$ cat src/rtl/char_controller_pkg.sv
// Shared definitions for the character controller and the fight controller:
// state codes, frame_state codes, attack phase lengths and small arithmetic helpers.
package char_controller_pkg;

  typedef enum logic [3:0] {
    ST_IDLE         = 4'd0,
    ST_LEFT         = 4'd1,
    ST_RIGHT        = 4'd2,
    ST_ATK_START    = 4'd3,
    ST_ATK_ACTIVE   = 4'd4,
    ST_ATK_RECOVERY = 4'd5,
    ST_DIR_START    = 4'd6,
    ST_DIR_ACTIVE   = 4'd7,
    ST_DIR_RECOVERY = 4'd8,
    ST_STUN         = 4'd9
  } char_state_e;

  typedef enum logic [1:0] {
    FS_NOHIT     = 2'd0,
    FS_HITSTUN   = 2'd1,
    FS_BLOCKSTUN = 2'd2
  } frame_state_e;

  localparam logic [4:0] ATK_START_LEN    = 5'd5;
  localparam logic [4:0] ATK_ACTIVE_LEN   = 5'd2;
  localparam logic [4:0] ATK_RECOVERY_LEN = 5'd16;
  localparam logic [4:0] DIR_START_LEN    = 5'd4;
  localparam logic [4:0] DIR_ACTIVE_LEN   = 5'd3;
  localparam logic [4:0] DIR_RECOVERY_LEN = 5'd15;
  localparam logic [4:0] STUN_MIN_LEN     = 5'd2;
  localparam logic [4:0] FC_MAX           = 5'd31;
  localparam logic [15:0] LFSR_SEED       = 16'hACE1;

  function automatic logic [4:0] sat_inc(input logic [4:0] v);
    return (v == FC_MAX) ? v : v + 5'd1;
  endfunction

  function automatic logic phase_done(input logic [4:0] fc, input logic [4:0] len);
    return fc == (len - 5'd1);
  endfunction

  function automatic logic [4:0] stun_len_of(input logic [4:0] load);
    return (load < STUN_MIN_LEN) ? STUN_MIN_LEN : load;
  endfunction

  function automatic logic [10:0] abs_diff(input logic [10:0] a, input logic [10:0] b);
    return (a >= b) ? (a - b) : (b - a);
  endfunction

endpackage

$ cat src/rtl/char_controller_cpu_lfsr.sv
// 16-bit Fibonacci LFSR driving CPU-controlled buttons; only built with CHAR_CPU_EN.
`ifdef CHAR_CPU_EN
module char_cpu_lfsr
  import char_controller_pkg::*;
(
  input  logic        clk,
  input  logic        rst,
  input  logic        step,
  output logic [15:0] lfsr
);

  logic [15:0] lfsr_q, lfsr_d;
  logic        fb_s;

  // taps 16,14,13,11 of the register, shifted in at bit 0
  always_comb begin
    fb_s = lfsr_q[15] ^ lfsr_q[13] ^ lfsr_q[12] ^ lfsr_q[10];
    if (step) begin
      lfsr_d = {lfsr_q[14:0], fb_s};
    end else begin
      lfsr_d = lfsr_q;
    end
  end

  always_ff @(posedge clk) begin
    if (rst) begin
      lfsr_q <= LFSR_SEED;
    end else begin
      lfsr_q <= lfsr_d;
    end
  end

  assign lfsr = lfsr_q;

endmodule
`endif

$ cat src/rtl/char_controller.sv
// Per-character action state machine advancing one game frame per frame_en.
// Optional CPU-driven buttons are enabled with the CHAR_CPU_EN macro.
module char_controller
  import char_controller_pkg::*;
#(
  parameter bit         IS_P2      = 1'b0,
  parameter logic [9:0] X_START    = 10'd100,
  parameter logic [9:0] Y_BASE     = 10'd300,
  parameter logic [9:0] X_MIN      = 10'd0,
  parameter logic [9:0] X_MAX      = 10'd576,
  parameter logic [9:0] CHAR_W     = 10'd64,
  parameter int         FWD_SPEED  = 3,
  parameter int         BACK_SPEED = 2
)
(
  input  logic       clk,
  input  logic       rst,
  input  logic       frame_en,
  input  logic       input_active,
  input  logic       btn_left,
  input  logic       btn_right,
  input  logic       btn_attack,
  input  logic       cpu_mode,
  input  logic [9:0] opp_x_pos,
  input  logic       hit_taken,
  input  logic [4:0] load_frame,
  output logic [9:0] x_pos,
  output logic [9:0] y_pos,
  output logic [3:0] state,
  output logic [1:0] frame_state,
  output logic [4:0] frameCounter
);

  localparam logic [10:0] LEFT_STEP  = (IS_P2 != 1'b0) ? 11'(FWD_SPEED)  : 11'(BACK_SPEED);
  localparam logic [10:0] RIGHT_STEP = (IS_P2 != 1'b0) ? 11'(BACK_SPEED) : 11'(FWD_SPEED);

  char_state_e  state_q, state_d;
  frame_state_e frame_state_q, frame_state_d;
  logic [4:0]   fc_q, fc_d;
  logic [4:0]   stun_len_q, stun_len_d;
  logic [9:0]   x_q, x_d;
  logic [9:0]   y_q;

  logic btn_left_s, btn_right_s, btn_attack_s;
  logic fwd_s, back_s;

`ifdef CHAR_CPU_EN
  logic [15:0] lfsr_s;
  logic [11:0] lfsr_unused;

  char_cpu_lfsr u_cpu_lfsr (
    .clk  (clk),
    .rst  (rst),
    .step (frame_en),
    .lfsr (lfsr_s)
  );

  assign lfsr_unused = lfsr_s[15:4];

  // CPU mode replaces the player's buttons with pseudo-random presses
  always_comb begin
    if (cpu_mode) begin
      btn_attack_s = lfsr_s[0] & lfsr_s[1];
      btn_left_s   = lfsr_s[2] & ~lfsr_s[3];
      btn_right_s  = lfsr_s[3] & ~lfsr_s[2];
    end else begin
      btn_attack_s = btn_attack;
      btn_left_s   = btn_left;
      btn_right_s  = btn_right;
    end
  end
`else
  logic cpu_mode_unused;

  assign cpu_mode_unused = cpu_mode;
  assign btn_attack_s    = btn_attack;
  assign btn_left_s      = btn_left;
  assign btn_right_s     = btn_right;
`endif

  assign fwd_s  = (IS_P2 != 1'b0) ? btn_left_s  : btn_right_s;
  assign back_s = (IS_P2 != 1'b0) ? btn_right_s : btn_left_s;

  logic [10:0] x_ext_s, opp_ext_s, left_x_s, right_x_s;
  logic        left_ok_s, right_ok_s, block_s;

  // Candidate positions in 11 bits so a left step below X_MIN is caught before it wraps
  always_comb begin
    x_ext_s    = {1'b0, x_q};
    opp_ext_s  = {1'b0, opp_x_pos};
    left_x_s   = x_ext_s - LEFT_STEP;
    right_x_s  = x_ext_s + RIGHT_STEP;
    left_ok_s  = (x_ext_s >= ({1'b0, X_MIN} + LEFT_STEP)) &&
                 (abs_diff(left_x_s, opp_ext_s) >= {1'b0, CHAR_W});
    right_ok_s = (right_x_s <= {1'b0, X_MAX}) &&
                 (abs_diff(right_x_s, opp_ext_s) >= {1'b0, CHAR_W});
    block_s    = back_s && ((state_q == ST_IDLE) || (state_q == ST_LEFT) || (state_q == ST_RIGHT));
  end

  // Next-state, frame_state, stun length and position for one game frame
  always_comb begin
    state_d       = state_q;
    frame_state_d = frame_state_q;
    fc_d          = fc_q;
    stun_len_d    = stun_len_q;
    x_d           = x_q;
    if (frame_en) begin
      frame_state_d = FS_NOHIT;
      if (hit_taken && (state_q != ST_STUN)) begin
        state_d       = ST_STUN;
        frame_state_d = block_s ? FS_BLOCKSTUN : FS_HITSTUN;
      end else begin
        case (state_q)
          ST_IDLE, ST_LEFT, ST_RIGHT: begin
            if (!input_active) begin
              state_d = ST_IDLE;
            end else if (btn_attack_s && fwd_s) begin
              state_d = ST_DIR_START;
            end else if (btn_attack_s) begin
              state_d = ST_ATK_START;
            end else if (btn_left_s ^ btn_right_s) begin
              state_d = btn_left_s ? ST_LEFT : ST_RIGHT;
            end else begin
              state_d = ST_IDLE;
            end
          end
          ST_ATK_START:    state_d = phase_done(fc_q, ATK_START_LEN)    ? ST_ATK_ACTIVE   : state_q;
          ST_ATK_ACTIVE:   state_d = phase_done(fc_q, ATK_ACTIVE_LEN)   ? ST_ATK_RECOVERY : state_q;
          ST_ATK_RECOVERY: state_d = phase_done(fc_q, ATK_RECOVERY_LEN) ? ST_IDLE         : state_q;
          ST_DIR_START:    state_d = phase_done(fc_q, DIR_START_LEN)    ? ST_DIR_ACTIVE   : state_q;
          ST_DIR_ACTIVE:   state_d = phase_done(fc_q, DIR_ACTIVE_LEN)   ? ST_DIR_RECOVERY : state_q;
          ST_DIR_RECOVERY: state_d = phase_done(fc_q, DIR_RECOVERY_LEN) ? ST_IDLE         : state_q;
          ST_STUN: begin
            // stun_len is latched at frameCounter 1; counter 0 never exits
            if (fc_q == 5'd1) begin
              stun_len_d = stun_len_of(load_frame);
            end else begin
              stun_len_d = stun_len_q;
            end
            if ((fc_q != 5'd0) && (fc_q >= stun_len_d)) begin
              state_d = ST_IDLE;
            end else begin
              state_d = state_q;
            end
          end
          default: state_d = ST_IDLE;
        endcase
      end
      if ((state_d == ST_LEFT) && left_ok_s) begin
        x_d = left_x_s[9:0];
      end else if ((state_d == ST_RIGHT) && right_ok_s) begin
        x_d = right_x_s[9:0];
      end else begin
        x_d = x_q;
      end
      fc_d = (state_d != state_q) ? 5'd0 : sat_inc(fc_q);
    end else begin
      fc_d = fc_q;
    end
  end

  // State registers with synchronous reset
  always_ff @(posedge clk) begin
    if (rst) begin
      state_q       <= ST_IDLE;
      frame_state_q <= FS_NOHIT;
      fc_q          <= 5'd0;
      stun_len_q    <= 5'd0;
      x_q           <= X_START;
      y_q           <= Y_BASE;
    end else begin
      state_q       <= state_d;
      frame_state_q <= frame_state_d;
      fc_q          <= fc_d;
      stun_len_q    <= stun_len_d;
      x_q           <= x_d;
      y_q           <= y_q;
    end
  end

  assign x_pos        = x_q;
  assign y_pos        = y_q;
  assign state        = state_q;
  assign frame_state  = frame_state_q;
  assign frameCounter = fc_q;

endmodule

$ cat config.mk
export PLATFORM = sky130hd
export DESIGN_NAME = char_controller
export DESIGN_NICKNAME = d
export VERILOG_FILES = /design/src/rtl/char_controller_pkg.sv /design/src/rtl/char_controller_cpu_lfsr.sv /design/src/rtl/char_controller.sv
export SDC_FILE = /design/constraint.sdc
export NUM_CORES = 1
export LEC_CHECK = 0
export ABC_CLOCK_PERIOD_IN_PS = 4700
export BUFFER_PORTS_ARGS = -buffer_cell sky130_fd_sc_hd__buf_4
export CAP_MARGIN = 15
export CELL_PAD_IN_SITES_DETAIL_PLACEMENT = 1
export CELL_PAD_IN_SITES_GLOBAL_PLACEMENT = 1
export CORE_ASPECT_RATIO = 1.4
export CORE_MARGIN = 2
export CORE_UTILIZATION = 35
export CTS_BUF_LIST = sky130_fd_sc_hd__clkbuf_16
export DETAILED_ROUTE_END_ITERATION = 10
export PLACE_DENSITY = 0.69
export SLEW_MARGIN = 20
export SYNTH_ARGS = -nofsm -noshare
export SYNTH_HDL_FRONTEND = slang
export SYNTH_HIERARCHICAL = 1
export SYNTH_SLANG_ARGS = --single-unit
$ cat constraint.sdc
create_clock -name clk -period 4.7 [get_ports clk]
set_input_delay 0.705 -clock clk [delete_from_list [all_inputs] [get_ports clk]]
set_output_delay 0.705 -clock clk [all_outputs]
set_load 0.05 [all_outputs]
==> results.txt <==
----------------------------------------------------
[Synth]
  Warnings from Yosys ... 6
  Cell Area, Synth ... 3959 um2
  Fraction of the yosys area taken by sequential cells ... 13.15%
  Most frequently used flop master after synthesis ... sky130_fd_sc_hd__dfxtp_1
  FF+latch count, synth ... 26
  Synthesized area per cell ... 7.732 um2
  Number of standard cells after synthesis ... 512
  Number of enable-type register cells in the synthesized netlist ... 0
  Post-synthesis async set-or-reset flop share ... 0%
  Synth cell types ... 71

[STA]
  Transition time at the pin with the least slew margin ... 0.5288 ns
  Number of endpoints failing setup at the final stage ... 0
  Period Utilization, post-route ... 94.37%
  Worst max-slew margin expressed relative to the limit ... about 64%
  Final worst slack ... 0.2647 ns
  Worst setup skew after layout ... 0.002282 ns
  Final Slew Violations ... 0
  Fmax achieved ... 225.5 MHz
  Post-route minimum period ... 4.435 ns
  Final Hold Vio Count ... 0

[Clocking]
  Worst-case clock buffer depth ... 2
  Clk sink count ... 26
  Clk Tree Root Cell ... sky130_fd_sc_hd__clkbuf_16
  Max H-tree Level ... 1
  Inserted Clock Buffers ... 3
  TritonCTS clock tree ... done
  Clock transition at the registers of the reported paths ... 0.07 ns
  Latest clock arrival within the worst-skew pair ... about 0.27 ns
  Hold buffers post-CTS ... 0

[Cells and area]
  Share of layout cells above drive strength 1 ... 23.05%
  Most frequent standard cell in the layout excluding fill and tap cells ... sky130_fd_sc_hd__buf_4
  Ant. Diodes ... 0
  Layout Area Growth over Synthesis ... 18.68%
  Post-layout net count ... 648
  Most frequent cells in the layout ... sky130_fd_sc_hd__buf_4, sky130_fd_sc_hd__ha_1, sky130_fd_sc_hd__inv_1
  Utilization after layout ... around 42%

[Flow run]
  Number of maximum-capacitance constraint violations ... 0

[Die]
  Num rows ... 46
  Chip height ... ~130 um
  # IOs ... 55
  Starting density of the core ... 35.45%
  Area of the die ... 12190 um2
  Core Footprint ... 11170 um2
  Horizontal extent of the die ... approximately 94 um

[Global routing]
  Wire length of the first global-routing pass ... 19380 um
  GR Util All Layers ... 19.71%
  Number of global-route vias before repair ... 3879
  Grt total ovfl ... 0
  Maximum number of pins on one net before global-route repair ... 25
  Number of antenna violations at the first check in global routing ... 0

[Outcome]
  Run status ... finished, final reports clean

[Power]
  Relative contribution of combinational cells to total power ... 44.3%
  Switch share ... 39.03%
  Clk pwr share ... 25.5%
  Leakage power ... 2.165 nW
  Cell-internal power ... between 0.4 and 0.5 mW
  Pwr dens ... between 150 and 200 nW/um2
  Maximum resistive drop on vdd ... 0.1577 mV
  Switching power summed over all nets ... a little over 0.3 mW
  Seq pwr share ... 30.2%

[Route]
  Aggregate routed wire length ... between 10000 and 15000 um
  WL/cell ... 16.81 um
  Antenna violation net count after detailed routing ... 0
  Routed wl met3 ... 327 um
  Routed wl met2 ... 6691 um
  Detailed-route vias per instance ... between 5 and 6
  Post-detailed-route DRC marker count ... 0
  Met1 wire length ... 4666 um
  Number of detailed-route iterations in the first pass ... 4
  DR vias ... between 3000 and 4000
  Top layer reached by signal wires ... met4
  Iteration-0 DRC count of the detailed router ... 92

[Worst setup path]
  Arrival time of data at the critical path endpoint ... around 4.6 ns
  Required @ worst endpoint ... 4.85 ns
  Type of the worst setup path ... flop to flop
  Crit path max fanout ... 7
  Launching element type of the critical path ... flop
  Critical Path End Type ... flop

[Place]
  HPWL Detailed ... 9813 um
  Gpl congestion ... 0.9067
  I/O Buffers ... 43
  Pre-CTS WS ... 0.001508 ns

[Worst hold path]
  Min-delay worst type ... flop to flop

----------------------------------------------------
per-stage QoR:
stage	instance area, um2	hold WS [ns]	TNS [ns]	total power [mW]	cells
2_1_floorplan	4003	0.4366	0	0.4847	520
3_3_place_gp	4439	0.4485	0	0.5616	698
3_5_place_dp	4439	0.4618	0	0.5728	698
4_1_cts	4554	0.4717	0	0.7796	703
5_1_grt	4698	0.5167	-0.03769	0.8369	708
6_report	4698	0.4670	0	0.7854	708
sequential cells by signal, indices dropped and copies added (netlist names):
register / flops
x_pos: 10
frameCounter: 5
frame_state: 2
state: 4
stun_len_q: 5
cell type report:
class	count	area, um2
multi-input combinational	411	3167
clock inverter	1	3.754
sequential	26	529.3
inverter	48	180.2
clock buffer	3	75.07
tap	144	180.2
fill	1407	6467
timing repair buffer	75	563.0
per-layer routing:
metal | track usage [%] | vias up
met5 | 0 | -
met4 | 6.479 | 0
met3 | 1.732 | 13
met2 | 39.29 | 57
met1 | 21.39 | 1832
li1 | - | 1876
worst max-delay path, cell delays in order (launching register included):
cell	delay, ns
sky130_fd_sc_hd__dfxtp_4	0.38
sky130_fd_sc_hd__inv_1	0.06
sky130_fd_sc_hd__ha_1	0.20
sky130_fd_sc_hd__and3b_4	0.33
sky130_fd_sc_hd__xor2_1	0.30
sky130_fd_sc_hd__ha_1	0.38
sky130_fd_sc_hd__a21oi_1	0.18
sky130_fd_sc_hd__o21ai_0	0.14
sky130_fd_sc_hd__o31ai_2	0.46
sky130_fd_sc_hd__a21oi_2	0.14
sky130_fd_sc_hd__a2111oi_2	0.34
sky130_fd_sc_hd__a31oi_1	0.09
sky130_fd_sc_hd__or4_4	0.57
sky130_fd_sc_hd__nand4b_1	0.15
sky130_fd_sc_hd__and2_4	0.19
sky130_fd_sc_hd__nor3_1	0.05
sky130_fd_sc_hd__or3b_1	0.35
power by group through the flow:
stage	sequential, mW	clock (mW)	combinational (mW)
2_1_floorplan	0.257	0	0.227
3_3_place_gp	0.242	0	0.320
3_5_place_dp	0.242	0	0.331
4_1_cts	0.237	0.207	0.335
5_1_grt	0.239	0.215	0.383
6_report	0.237	0.200	0.348
synthesized netlist by cell type, types with 3 or more instances:
cell	n	area, um2
sky130_fd_sc_hd__a21o_2	4	35.03
sky130_fd_sc_hd__nand4_1	10	62.56
sky130_fd_sc_hd__buf_4	14	105.1
sky130_fd_sc_hd__a21oi_1	41	205.2
sky130_fd_sc_hd__mux2_2	3	33.78
sky130_fd_sc_hd__buf_2	4	20.02
sky130_fd_sc_hd__a211oi_1	7	52.55
sky130_fd_sc_hd__nor3_1	11	55.05
sky130_fd_sc_hd__clkbuf_1	7	26.28
sky130_fd_sc_hd__xor2_1	13	113.9
sky130_fd_sc_hd__nand2b_1	8	50.05
sky130_fd_sc_hd__and3_1	7	43.79
sky130_fd_sc_hd__nand3b_1	3	22.52
sky130_fd_sc_hd__a31oi_1	10	62.56
sky130_fd_sc_hd__and2_1	3	18.77
sky130_fd_sc_hd__ha_1	57	713.2
sky130_fd_sc_hd__a21o_1	17	127.6
sky130_fd_sc_hd__nor2_1	38	142.6
sky130_fd_sc_hd__nor2b_1	6	37.54
sky130_fd_sc_hd__o31ai_1	4	30.03
sky130_fd_sc_hd__nand3_1	12	60.06
sky130_fd_sc_hd__buf_6	9	101.4
sky130_fd_sc_hd__o21a_1	4	30.03
sky130_fd_sc_hd__o211ai_1	6	45.04
sky130_fd_sc_hd__o21ai_0	26	130.1
sky130_fd_sc_hd__or3_1	8	50.05
sky130_fd_sc_hd__xnor2_1	15	131.4
sky130_fd_sc_hd__mux2i_1	12	120.1
sky130_fd_sc_hd__dfxtp_1	26	520.5
sky130_fd_sc_hd__inv_1	48	180.2
sky130_fd_sc_hd__nand2_1	29	108.9
path summary, 6_finish.rpt:
path,start,endpoint,slack (ns),cells after the start
worst min-delay path,stun_len_q[0]$_SDFFE_PP0P_,stun_len_q[0]$_SDFFE_PP0P_,0.47,2
worst min register to register,stun_len_q[0]$_SDFFE_PP0P_,stun_len_q[0]$_SDFFE_PP0P_,0.47,2
worst max register to register,x_pos[0]$_SDFFE_PP0P_,x_pos[6]$_SDFFE_PP1P_,0.26,16
worst max-delay path,x_pos[0]$_SDFFE_PP0P_,x_pos[6]$_SDFFE_PP1P_,0.26,16
cell families (layout without fill, tap and decap cells):
logic type / count (synthesis) / count (layout) / synth area share [%]
xor gates and xnor gates: 28 / 28 / 6.195
buffers and inverters: 83 / 127 / 11.16
other: 2 / 10 / 0.1897
muxes: 16 / 16 / 4.267
and+or+nand+nor: 158 / 158 / 21.62
DFF: 26 / 26 / 13.15
AOI/OAI and AO/OA: 140 / 140 / 24.40
adders and majority gates: 59 / 59 / 19.03
what timing repair did:
| action | CTS | global route |
|---|---|---|
| pin swaps | 1 | 7 |
| resized for setup | 3 | 19 |
| setup buffers | 1 | 5 |
| setup endpoints to repair | 1 | 9 |
No activity file was read; power rests on OpenSTA's default activity.
